==> src/rtl/seq_mult16_cla.sv <==
// Sequential 16x16 unsigned shift-add multiplier. Every partial-product addition
// goes through one shared 16-bit carry-lookahead adder, one addition per cycle.

module sixteen_bit_CLA (
    input  logic [15:0] a_i,
    input  logic [15:0] b_i,
    input  logic        cin_i,
    output logic [15:0] sum_o,
    output logic        cout_o
);
    logic [15:0] g;
    logic [15:0] p;
    logic [15:0] c;
    logic [3:0]  gg;
    logic [3:0]  gp;
    logic [4:0]  gc;

    assign g = a_i & b_i;
    assign p = a_i ^ b_i;

    // Four 4-bit lookahead groups; each exports a group generate/propagate pair.
    for (genvar k = 0; k < 4; k++) begin : g_grp
        logic [3:0] gk;
        logic [3:0] pk;
        logic       ci;

        assign gk = g[4*k +: 4];
        assign pk = p[4*k +: 4];
        assign ci = gc[k];

        assign c[4*k]     = ci;
        assign c[4*k + 1] = gk[0] | (pk[0] & ci);
        assign c[4*k + 2] = gk[1] | (pk[1] & gk[0]) | (pk[1] & pk[0] & ci);
        assign c[4*k + 3] = gk[2] | (pk[2] & gk[1]) | (pk[2] & pk[1] & gk[0])
                          | (pk[2] & pk[1] & pk[0] & ci);

        assign gg[k] = gk[3] | (pk[3] & gk[2]) | (pk[3] & pk[2] & gk[1])
                     | (pk[3] & pk[2] & pk[1] & gk[0]);
        assign gp[k] = &pk;
    end

    // Second-level lookahead across the groups.
    assign gc[0] = cin_i;
    assign gc[1] = gg[0] | (gp[0] & cin_i);
    assign gc[2] = gg[1] | (gp[1] & gg[0]) | (gp[1] & gp[0] & cin_i);
    assign gc[3] = gg[2] | (gp[2] & gg[1]) | (gp[2] & gp[1] & gg[0])
                 | (gp[2] & gp[1] & gp[0] & cin_i);
    assign gc[4] = gg[3] | (gp[3] & gg[2]) | (gp[3] & gp[2] & gg[1])
                 | (gp[3] & gp[2] & gp[1] & gg[0])
                 | (gp[3] & gp[2] & gp[1] & gp[0] & cin_i);

    assign sum_o  = p ^ c;
    assign cout_o = gc[4];
endmodule

module seq_mult16_cla (
    input  logic        clk,
    input  logic        rst_n,
    input  logic        start,
    input  logic [15:0] a,
    input  logic [15:0] b,
    output logic        busy,
    output logic        done,
    output logic [31:0] product,
    output logic [1:0]  state_o
);
    localparam int N_ITER = 16;

    typedef enum logic [1:0] {
        S_IDLE = 2'd0,
        S_RUN  = 2'd1,
        S_DONE = 2'd2
    } state_t;

    state_t      state_q;
    logic [15:0] mcand_q;
    logic [15:0] acc_hi_q;
    logic [15:0] acc_lo_q;
    logic [3:0]  cnt_q;
    logic        busy_q;
    logic        done_q;
    logic [31:0] product_q;

    logic [15:0] addend;
    logic [15:0] sum;
    logic        cout;
    logic [31:0] acc_d;

    // Add the multiplicand only when the current multiplier bit is set.
    assign addend = acc_lo_q[0] ? mcand_q : 16'h0000;

    sixteen_bit_CLA u_cla (
        .a_i   (acc_hi_q),
        .b_i   (addend),
        .cin_i (1'b0),
        .sum_o (sum),
        .cout_o(cout)
    );

    // The carry-out becomes the new accumulator MSB, so no carry is ever dropped.
    assign acc_d = {cout, sum, acc_lo_q[15:1]};

    always_ff @(posedge clk or negedge rst_n) begin
        if (!rst_n) begin
            state_q   <= S_IDLE;
            mcand_q   <= 16'h0000;
            acc_hi_q  <= 16'h0000;
            acc_lo_q  <= 16'h0000;
            cnt_q     <= 4'd0;
            busy_q    <= 1'b0;
            done_q    <= 1'b0;
            product_q <= 32'h0000_0000;
        end else begin
            case (state_q)
                S_IDLE: begin
                    done_q <= 1'b0;
                    if (start) begin
                        mcand_q  <= a;
                        acc_hi_q <= 16'h0000;
                        acc_lo_q <= b;
                        cnt_q    <= 4'd0;
                        busy_q   <= 1'b1;
                        state_q  <= S_RUN;
                    end
                end
                S_RUN: begin
                    {acc_hi_q, acc_lo_q} <= acc_d;
                    cnt_q                <= cnt_q + 4'd1;
                    if (cnt_q == 4'(N_ITER - 1)) begin
                        product_q <= acc_d;
                        busy_q    <= 1'b0;
                        done_q    <= 1'b1;
                        state_q   <= S_DONE;
                    end
                end
                S_DONE: begin
                    done_q  <= 1'b0;
                    state_q <= S_IDLE;
                end
                default: begin
                    busy_q  <= 1'b0;
                    done_q  <= 1'b0;
                    state_q <= S_IDLE;
                end
            endcase
        end
    end

    assign busy    = busy_q;
    assign done    = done_q;
    assign product = product_q;
    assign state_o = state_q;
endmodule

==> config.mk <==
export PLATFORM = sky130hd
export DESIGN_NAME = seq_mult16_cla
export DESIGN_NICKNAME = d
export VERILOG_FILES = /design/src/rtl/seq_mult16_cla.sv
export SDC_FILE = /design/constraint.sdc
export NUM_CORES = 1
export LEC_CHECK = 0
export BUFFER_PORTS_ARGS = -buffer_cell sky130_fd_sc_hd__buf_2
export CELL_PAD_IN_SITES_DETAIL_PLACEMENT = 0
export CELL_PAD_IN_SITES_GLOBAL_PLACEMENT = 2
export CORE_ASPECT_RATIO = 1.25
export CORE_MARGIN = 2
export CORE_UTILIZATION = 36
export DETAILED_ROUTE_END_ITERATION = 10
export GPL_TIMING_DRIVEN = 0
export PLACE_DENSITY_LB_ADDON = 0.1
export SYNTH_ARGS = -nofsm -noshare
export SYNTH_HDL_FRONTEND = slang
export SYNTH_SLANG_ARGS = --single-unit
==> constraint.sdc <==
create_clock -name clk -period 3.8 [get_ports clk]
set_clock_uncertainty 0.15 [all_clocks]
set_input_delay 0.19 -clock clk [delete_from_list [all_inputs] [get_ports clk]]
set_output_delay 0.19 -clock clk [all_outputs]
set_load 0.01 [all_outputs]
==> summary.md <==
| Metric | Value |
|---|---|
| Status | finished, final reports clean |
| Syn nets | roughly 500 |
| Pwr per Cell Area | 790 mW/mm^2 |
| Total number of vias | about 3500 |
| Max Slew Vio Count | 0 |
| CP Max Fanout | 10 |
| Crit path launch type | flip-flop |
| Ys Warns | 0 |
| Max-Cap Viols | 0 |
| Fin crit share | 88.9% |
| Finished Cell Area | 0.00554 sq mm |
| Post-CTS Setup Inserts | 0 |
| Avg Cell Area, Syn | 10.1 sq um |
| Element type at the critical path end | flip-flop |
| Row cnt | 44 |
| Crit path kind | flip-flop to flip-flop |
| Initial Utilization | 37.1% |
| CP endpoint | acc_hi_q[8] |
| Sequential power share | between 30% and 40% |
| Post-synth EDFFs | 0 |
| Worst r2r src | acc_lo_q[0] |
| Seq cells post-synth | 88 |
| Drt drc | 0 |
| Port Buf Inserts | 70 |
| Setup Total Neg Slack | 0 ps |
| Clock tree buffer depth | 2 |
| Critical Path Source | acc_lo_q[0] |
| Post-Synthesis Cells | between 400 and 500 |
| Switching Fraction | 37.2% |
| Largest net degree at the start of global routing | 59 |
| Reg2Reg Depth | 12 |
| Root Driver | clkbuf_16 |
| GR Util All Layers | 18.7% |
| Worst EP required | 3880 ps |
| DP Area | 0.00492 sq mm |
| Pre-CTS setup slack | 201 ps |
| Final setup violation count | 0 |
| Synth-to-layout area growth | 27.7% |
| Die W | 102 um |
| Rel. slew slack | 54.6% |
| Routed WL | 11.5 mm |
| Share of cells above drive strength 1 | about 22% |
| Clock share of power | about a fifth |
| Asr flop ratio synth | 100% |
| TritonCTS clock tree | built |
| Leak pwr | 2.66 nW |
| Reported net switching power | 1.63 mW |
| Most frequent cells in the layout | 92 x nand2_1, 88 x dfrtp_1, 75 x buf_2 |
| DRT iter0 DRCs | 179 |
| Final Critical Period | about 3400 ps |
| Core region area | 0.0117 sq mm |
| Mapped Area | 0.00434 sq mm |
| Post-detail-place hpwl | 7.82 mm |
| Clk sink count | 88 |
| Final Wtd Congestion | 0.797 |
| Worst min-delay path class | input port to flip-flop |
| Placed cells | 663 |
| Vias in the first global route | 3616 |
| Hold violation count in the final report | 0 |
| H-tree Lvls | 3 |
| DIE AREA | 0.0129 sq mm |
| Setup ws final | 422 ps |
| Synth Flop Type | dfrtp_1 |
| Io pins | 71 |
| # diodes | 0 |
| RSZ-0062 raised after global routing | no |
| Clk pin slew, worst setup/hold paths | around 70 ps |
| Routed vias/inst | a little under 5 |
| Drt pass-1 iters | 4 |
| Non-filler cells, final | 710 |
| Final nets | 600 |
| Sequential area share after synthesis | 50.8% |
| Initial antenna violation count | 0 |
| Peak Freq | 296 MHz |
| Count of cell types in the netlist | 48 |
| Internal reg-to-reg setup slack | approximately 420 ps |
| Worst Max-Slew Pin Slew | 681 ps |
| Peak supply drop | 0.283 mV |
| Total CTS buffers | 9 |
| First-pass GRT wire length | between 15 and 20 mm |
| Combinational share of power | approximately two fifths |
| Clk_lat worst skew | approximately 340 ps |
| Reg-to-Reg End | acc_hi_q[8] |
| Antenna Nets Post-Route | 0 |
| Commonest non-fill, non-tap cell in the layout | nand2_1 |
| Crit path DAT | 3460 ps |
| WL per Instance | 16.1 um |
| DIE HEIGHT | about 130 um |
| Total congestion overflow | 0 |
| Pint | 2.74 mW |
[logic make-up (layout without fill, tap and decap cells)]
family	count (synthesis)	count (layout)	share of synthesized area [%]
xor gates and xnor gates	9	9	1.82
muxes	18	18	4.76
and+or+nand+nor	159	159	17.4
adders and majority gates	21	21	6.75
AOI/OAI and AO/OA	104	104	15.2
buffers and inverters	32	150	3.29
DFF	88	88	50.8
[how the worst min path moves through the flow]
| stage | start | end | depth (start not counted) |
|---|---|---|---|
| after floorplan | rst_n | acc_hi_q[0] | 0 |
| after global placement | a[7] | mcand_q[7] | 2 |
| after detailed placement | rst_n | product[21] | 1 |
| after global routing | b[5] | acc_lo_q[5] | 3 |
| final | b[5] | acc_lo_q[5] | 3 |
| after CTS | b[5] | acc_lo_q[5] | 3 |
[synthesized netlist by cell type (all sizes together), types with 4 or more instances]
cell type / number / area share (%)
a21o: 5 / 0.89
a21oi: 28 / 3.3
a22o: 11 / 2.3
a22oi: 16 / 2.8
and2: 17 / 2.5
buf: 10 / 1.4
clkbuf: 15 / 1.3
dfrtp: 88 / 51
fa: 4 / 1.8
ha: 17 / 4.9
inv: 7 / 0.61
mux2: 18 / 4.8
nand2: 92 / 8.0
nand4: 6 / 0.87
nor2: 7 / 0.66
nor2b: 18 / 2.6
nor3: 7 / 1.0
o21ai: 31 / 3.6
xnor2: 4 / 0.81
xor2: 5 / 1.0
[through the flow]
stage               hold slack, ps  power (mW)  utilization (%)
floorplan                     -256        2.85                -
global placement               272        3.41             41.9
detailed placement            14.5        3.46             42.1
CTS                         0.0352        4.42             47.4
global route                  27.7        4.73             47.4
finish                        11.2        4.37             47.4
[power groups by stage]
| stage | Clock [mW] | Sequential, mW | Combinational, mW |
|---|---|---|---|
| 6_report | 0.924 | 1.68 | 1.77 |
| 5_1_grt | 0.981 | 1.75 | 2.01 |
| 4_1_cts | 0.948 | 1.68 | 1.79 |
| 3_5_place_dp | 0 | 1.69 | 1.76 |
| 3_3_place_gp | 0 | 1.68 | 1.73 |
| 2_1_floorplan | 0 | 1.70 | 1.15 |
[cell type report]
cell class,instances,area (sq um)
Timing Repair Buffer,102,691
Fill cell,1174,6130
Inverter,7,26.3
Multi-Input combinational cell,311,1990
Buffer,25,118
Clock buffer,11,253
Clock inverter,5,55.1
Sequential cell,88,2200
Tap cell,161,201
[registers in the layout, summed over array words and instances, names as in the netlist]
signal	count
done	1
state_o	2
acc_hi_q	16
acc_lo_q	16
busy	1
cnt_q	4
product	32
mcand_q	16
[critical path: stages (launching register included)]
cell and delay [ps]:
dfrtp_1 500, clkbuf_2 320, nand2_1 140, inv_1 80, ha_1 240, a41o_1 220
a21oi_2 260, o21ai_0 200, a21o_1 230, a21o_1 190, fa_1 370, xor2_1 170
a22o_1 190
[routing by layer]
metal / global-route usage [%] / share of wire (%) / up-vias
met1: 25.0 / 46 / 1704
met2: 30.3 / 48 / 76
met3: 3.47 / 3.9 / 16
met4: 6.51 / 2.1 / 0
met5: 0 / 0 / -
li1: - / - / 1721
[what timing repair did]
action	in CTS	in global routing
hold endpoints to repair	60	0
gates resized for setup	0	2
hold buffers	31	0
setup endpoints to repair	0	2
Power figures use the tool's default switching activity.
